**src/rtl/ph_pwm_seq_ctrl.sv**
```systemverilog
// ph_pwm_seq_ctrl: soft-start / soft-stop sequencer for a 3-phase PWM generator.
//
// Ramps the duty command from 0 up to a latched target in DUTY_STEP increments,
// one increment every STEP_DIV clocks. It holds the target while running, then
// ramps back down to 0 on a stop request. An external fault forces an immediate
// shutdown into a lockout state. The lockout is left only through an explicit
// clear request (with the fault gone) or through reset. Every output is a flop.
//
// Parameters:
//   STEP_DIV    clocks per duty step (1..65535)
//   DUTY_STEP   duty increment/decrement per step (1..255)
//
// Ports:
//   CLK          system clock, rising edge
//   RESET        synchronous active-high reset
//   START        one-cycle soft-start request (accepted in IDLE only)
//   STOP         one-cycle soft-stop request
//   FAULT        level fault input, highest priority
//   FAULT_CLR    one-cycle request to leave lockout
//   DUTY_TARGET  run duty, sampled only when START is accepted
//   PWM_EN       enable for the PWM generator
//   DUTY         current duty command
//   AT_SPEED     high while running at the target duty
//   BUSY         high while ramping up, running or ramping down
//   FAULTED      high while in lockout
module ph_pwm_seq_ctrl #(
  parameter int unsigned STEP_DIV  = 25000,
  parameter int unsigned DUTY_STEP = 1
) (
  input  logic       CLK,
  input  logic       RESET,
  input  logic       START,
  input  logic       STOP,
  input  logic       FAULT,
  input  logic       FAULT_CLR,
  input  logic [7:0] DUTY_TARGET,
  output logic       PWM_EN,
  output logic [7:0] DUTY,
  output logic       AT_SPEED,
  output logic       BUSY,
  output logic       FAULTED
);

  localparam logic [15:0] PRESC_MAX = 16'(STEP_DIV - 1);
  localparam logic [8:0]  STEP9     = 9'(DUTY_STEP);

  typedef enum logic [2:0] {
    StIdle,
    StRampUp,
    StRun,
    StRampDown,
    StLockout
  } state_e;

  state_e      state_q, state_d;
  logic [7:0]  duty_q, duty_d;
  logic [7:0]  tgt_q, tgt_d;
  logic [15:0] presc_q, presc_d;
  logic        pwm_en_q, pwm_en_d;
  logic        at_speed_q, busy_q, faulted_q;

  logic        step;
  logic [8:0]  up_sum;
  logic [7:0]  up_val;
  logic [7:0]  down_val;

  // Prescaler terminal count marks the one cycle in which a duty step is taken.
  assign step = (presc_q == PRESC_MAX);

  // Ramp-up sum is computed 9 bits wide so a step past 255 saturates at the
  // target instead of wrapping.
  assign up_sum = {1'b0, duty_q} + STEP9;
  always_comb begin
    up_val = up_sum[7:0];
    if (up_sum >= {1'b0, tgt_q}) begin
      up_val = tgt_q;
    end
  end

  // Ramp-down clamps at zero.
  always_comb begin
    down_val = duty_q - STEP9[7:0];
    if ({1'b0, duty_q} <= STEP9) begin
      down_val = 8'd0;
    end
  end

  always_comb begin
    state_d  = state_q;
    duty_d   = duty_q;
    tgt_d    = tgt_q;
    presc_d  = presc_q;
    pwm_en_d = pwm_en_q;

    if (FAULT) begin
      state_d  = StLockout;
      duty_d   = 8'd0;
      pwm_en_d = 1'b0;
      presc_d  = 16'd0;
    end else begin
      unique case (state_q)
        StIdle: begin
          duty_d   = 8'd0;
          presc_d  = 16'd0;
          // A ramp-down enters IDLE with PWM_EN still high; it drops here,
          // one cycle after DUTY reached 0.
          pwm_en_d = 1'b0;
          if (START && !STOP) begin
            tgt_d    = DUTY_TARGET;
            state_d  = StRampUp;
            pwm_en_d = 1'b1;
          end
        end

        StRampUp: begin
          pwm_en_d = 1'b1;
          if (STOP) begin
            presc_d = 16'd0;
            if (duty_q == 8'd0) begin
              // Nothing to ramp down from: shut off at once.
              state_d  = StIdle;
              pwm_en_d = 1'b0;
            end else begin
              state_d = StRampDown;
            end
          end else if (tgt_q == 8'd0) begin
            state_d = StRun;
            presc_d = 16'd0;
          end else if (step) begin
            presc_d = 16'd0;
            duty_d  = up_val;
            if (up_val == tgt_q) begin
              state_d = StRun;
            end
          end else begin
            presc_d = presc_q + 16'd1;
          end
        end

        StRun: begin
          pwm_en_d = 1'b1;
          duty_d   = tgt_q;
          presc_d  = 16'd0;
          if (STOP) begin
            state_d = StRampDown;
          end
        end

        StRampDown: begin
          pwm_en_d = 1'b1;
          if (step) begin
            presc_d = 16'd0;
            duty_d  = down_val;
            if (down_val == 8'd0) begin
              state_d = StIdle;
            end
          end else begin
            presc_d = presc_q + 16'd1;
          end
        end

        StLockout: begin
          duty_d   = 8'd0;
          pwm_en_d = 1'b0;
          presc_d  = 16'd0;
          // FAULT is known low on this path.
          if (FAULT_CLR) begin
            state_d = StIdle;
          end
        end

        default: begin
          state_d  = StIdle;
          duty_d   = 8'd0;
          pwm_en_d = 1'b0;
          presc_d  = 16'd0;
        end
      endcase
    end
  end

  always_ff @(posedge CLK) begin
    if (RESET) begin
      state_q    <= StIdle;
      duty_q     <= 8'd0;
      tgt_q      <= 8'd0;
      presc_q    <= 16'd0;
      pwm_en_q   <= 1'b0;
      at_speed_q <= 1'b0;
      busy_q     <= 1'b0;
      faulted_q  <= 1'b0;
    end else begin
      state_q    <= state_d;
      duty_q     <= duty_d;
      tgt_q      <= tgt_d;
      presc_q    <= presc_d;
      pwm_en_q   <= pwm_en_d;
      // Status flags are decoded from the next state so they change on the
      // same edge as the state itself.
      at_speed_q <= (state_d == StRun);
      busy_q     <= (state_d == StRampUp) || (state_d == StRun) || (state_d == StRampDown);
      faulted_q  <= (state_d == StLockout);
    end
  end

  assign PWM_EN   = pwm_en_q;
  assign DUTY     = duty_q;
  assign AT_SPEED = at_speed_q;
  assign BUSY     = busy_q;
  assign FAULTED  = faulted_q;

endmodule

```
**config.mk**
```make
export PLATFORM = sky130hd
export DESIGN_NAME = ph_pwm_seq_ctrl
export DESIGN_NICKNAME = d
export VERILOG_FILES = /design/src/rtl/ph_pwm_seq_ctrl.sv
export SDC_FILE = /design/constraint.sdc
export NUM_CORES = 1
export LEC_CHECK = 0
export ABC_CLOCK_PERIOD_IN_PS = 3300
export BUFFER_PORTS_ARGS = -buffer_cell sky130_fd_sc_hd__clkbuf_2
export CAP_MARGIN = 20
export CORE_MARGIN = 10
export CORE_UTILIZATION = 35
export CTS_CLUSTER_DIAMETER = 40
export DETAILED_ROUTE_END_ITERATION = 6
export PLACE_DENSITY_LB_ADDON = 0.2
export RECOVER_POWER = 50
export SLEW_MARGIN = 10
export SYNTH_ARGS = -nofsm -noshare
export SYNTH_HDL_FRONTEND = slang
export SYNTH_SLANG_ARGS = --single-unit
export TNS_END_PERCENT = 5
```
**constraint.sdc**
```tcl
create_clock -name CLK -period 3.3 [get_ports CLK]
set_clock_uncertainty 0.1 [all_clocks]
set_input_delay 0.66 -clock CLK [delete_from_list [all_inputs] [get_ports CLK]]
set_output_delay 0.66 -clock CLK [all_outputs]
set_load 0.1 [all_outputs]
```
==> out/results.tsv <==
stage	metric	value	unit
status	status	completed	
placement	pre_cts_ws	0.177	ns
worst_setup_path	ff2ff_setup_slack	0.24	ns
cells_and_area	finalCoreUtilization	0.405	
drt	wl_per_cell	14.9	um
floorplan	fp.dieW	105	um
cts	cts_buffers	5	
cts	clk_path_buf_depth	2	
global_route	grt_max_degree	17	
drt	drt_iter0_markers	180	
global_route	grt_pass1_wl	11100	um
cells_and_area	final_common_cell	nor2_1	
cells_and_area	final_cell_area	2900	um^2
logic_synthesis	async_flop_share	0	
drt	via_count	2329	
worst_setup_path	critPathMaxStageDelay	0.40	ns
cts	cts.sinks	39	
cts	clock_insertion_delay_worst_skew	0.29	ns
hold_path	holdPathEnd	presc_q[0]	
floorplan	die-area	11100	um^2
drt	drt_wl_total	6590	um
worst_setup_path	ff2ff_path_depth	11	
worst_setup_path	path_class	reg -> reg	
placement	dpl_cell_area	2800	um^2
cells_and_area	final_cell_mix	nor2_1, dfxtp_1, nand2_1	
worst_setup_path	worstPathMaxFanout	10	
cts	post_cts_buffers	0	
power_and_ir_drop	p_switching	233	uW
cells_and_area	final_layout_size_suffix_gt1_frac	0.140	
placement	gp_congestion	0.858	
floorplan	ios	26	
cells_and_area	multiInputGateArea	1670	um^2
logic_synthesis	synth-main-ff-cell	dfxtp_1	
logic_synthesis	synth_cell_types	55	
floorplan	start_util	0.356	
hold_path	hp-class	reg -> reg	
worst_setup_path	crit_chain	ha_1, and2_1, and2_1, xor2_1, ha_1, and3_1, a221oi_2, o21ai_2, o31a_1, a222oi_1, o21ai_1	
cells_and_area	areaGrowthSynthToFinish	13.7	%
cells_and_area	regArea	805	um^2
logic_synthesis	syn-num-nets	348	
worst_setup_path	critical_path_arrival	3.13	ns
power_and_ir_drop	p_int	669	uW
sta	min_period	3.06	ns
power_and_ir_drop	leakagePower	0.00113	uW
power_and_ir_drop	comb_power_share	0.082	
worst_setup_path	end_kind	register	
drt	drtPass1Iterations	4	
global_route	grt_overflow	0	
sta	fin_tns_setup	0	ns
sta	fmax	326	MHz
logic_synthesis	syn_avg_cell_area	7.95	um^2
global_route	track_usage	0.119	
logic_synthesis	synth.top_cell.area_share	0.306	
logic_synthesis	synth.area.top_cells	dfxtp_1, nor2_1, ha_1	
cts	cts_tree	yes	
sta	max_slew.worst_pin.slew	1.20	ns
placement	dpl.hpwl	4940	um
drt	via_per_inst	5.26	
sta	finalCritPeriodShare	0.929	
worst_setup_path	critPathLaunchType	register	
worst_setup_path	crit_path_top_delay_cell	o31a_1	
hold_path	worstHoldStart	presc_q[0]	
sta	max-slew-margin-rel	0.206	
cells_and_area	fin_nets	370	
logic_synthesis	yosys.area.top_type	dfxtp_1	
global_route	antenna_found_initial	0	
worst_setup_path	r2r_start	DUTY[1]	
logic_synthesis	postSynthCellCount	321	
logic_synthesis	yosysWarnings	0	
cts	htreeDepth	2	
cells_and_area	antenna_cells	0	
logic_synthesis	synth_edf_count	0	
worst_setup_path	r2r-end	DUTY[4]	
cts	cts_root_buffer	clkbuf_8	
placement	port_buffers	25	
power_and_ir_drop	clockPowerShare	0.387	
floorplan	die_y	105	um
logic_synthesis	syn-cell-area	2550	um^2
power_and_ir_drop	pwr-share-seq	0.531	
sta	finalMaxSlewViolations	0	
floorplan	fp-row-count	31	
power_and_ir_drop	switching_share	0.258	
sta	setup-violations-final	0	
drt	ant_nets	0	
sta	hold_violations	0	
sta	hold-worst-slack	0.381	ns
drt	route.detailed.drc	0	
floorplan	core-area	7180	um^2
power_and_ir_drop	ir_worst_vdd	0.000208	V
hold_path	hold_depth	1	
power_and_ir_drop	p_per_area	311	nW/um^2
cells_and_area	fill_cells	756	
global_route	grt_pass1_vias	2290	
sta	timing.final.ws_setup	0.236	ns
sta	rsz0062_at_grt	no	
cts	clkTransAtPathRegs	0.08	ns
logic_synthesis	synth_seq_area_share	0.306	
logic_synthesis	synth-seq-cells	39	
flow_run	cap_violations	0	
worst_setup_path	cp.required	3.37	ns
[state kept, by name (all words and copies together) (netlist names)]
register	flops
tgt_q	8
BUSY	1
PWM_EN	1
state_q	3
presc_q	16
FAULTED	1
DUTY	8
AT_SPEED	1
[synth_stat cells, types with 6 or more instances]
library cell  count
nor2_1           52
nand3_1          15
o21ai_0           9
buf_2             6
and3_1            7
xor2_1           15
a21oi_1          14
nor4_1            6
nand2b_1          9
nor3_1            6
xnor2_1          16
inv_1            12
clkbuf_1         11
o21ai_1           7
nand2_1          23
ha_1             13
dfxtp_1          39
[metrics by stage]
stage                     power [uW]  std cells
final                            902        443
after global routing             945        443
after CTS                        917        443
after detailed placement         563        435
after global placement           562        435
after floorplan                  537        321
[cell type report]
type / count / area share
clock inverter: 2 / 0.00474
multi-input combinational: 252 / 0.574
timing repair buffer: 33 / 0.0573
sequential: 39 / 0.277
tap: 99 / 0.0427
clock buffer: 6 / 0.0284
inverter: 12 / 0.0155
[how the worst max path moves through the flow]
stage | start | to | slack (ns) | cells past startpoint
2_1_floorplan | DUTY[5] | DUTY[5] | 0.03 | 11
3_3_place_gp | DUTY[1] | DUTY[7] | 0.27 | 11
3_5_place_dp | DUTY[4] | DUTY[5] | 0.18 | 10
4_1_cts | DUTY[4] | DUTY[4] | 0.17 | 10
5_1_grt | DUTY[1] | DUTY[7] | 0.04 | 11
6_report | DUTY[1] | DUTY[4] | 0.24 | 11
[layer usage]
| layer | GRT usage | wire, um | share of wire |
|---|---|---|---|
| met1 | 0.158 | 3060 | 0.46 |
| met4 | 0.0402 | 70 | 0.011 |
| met3 | 0.0250 | 409 | 0.062 |
| met2 | 0.186 | 3050 | 0.46 |
| met5 | 0 | 0 | 0 |
[worst max-delay path: cells and delay by family (launching register included)]
kind,cells,cell delay [ns]
AOI/OAI and AO/OA,5,1.25
and+or+nand+nor,3,0.57
adders and majority gates,2,0.48
DFF,1,0.38
xor gates and xnor gates,1,0.15
[power by group through the flow]
stage / logic, uW / registers, uW / clock network (uW)
5_1_grt: 82.2 / 480 / 383
6_report: 74.4 / 479 / 349
2_1_floorplan: 40.1 / 497 / 0
3_3_place_gp: 72.6 / 490 / 0
4_1_cts: 73.9 / 478 / 364
3_5_place_dp: 73.4 / 490 / 0
[kinds of logic (layout without fill, tap and decap cells)]
family / Yosys count / count (layout) / share of synthesized area
and+or+nand+nor: 140 / 140 / 0.269
AOI/OAI and AO/OA: 65 / 65 / 0.184
DFF: 39 / 39 / 0.306
xor gates and xnor gates: 33 / 33 / 0.124
buffers and inverters: 30 / 53 / 0.0500
adders and majority gates: 13 / 13 / 0.0637
muxes: 1 / 1 / 0.00392
[repair_timing]
action / 4_1_cts / 5_1_grt
endpoints found under the setup margin: 0 / 4
resized for setup: 0 / 4
hold buffers: 0 / 0
Note: power is estimated with default switching activity, not from simulation.
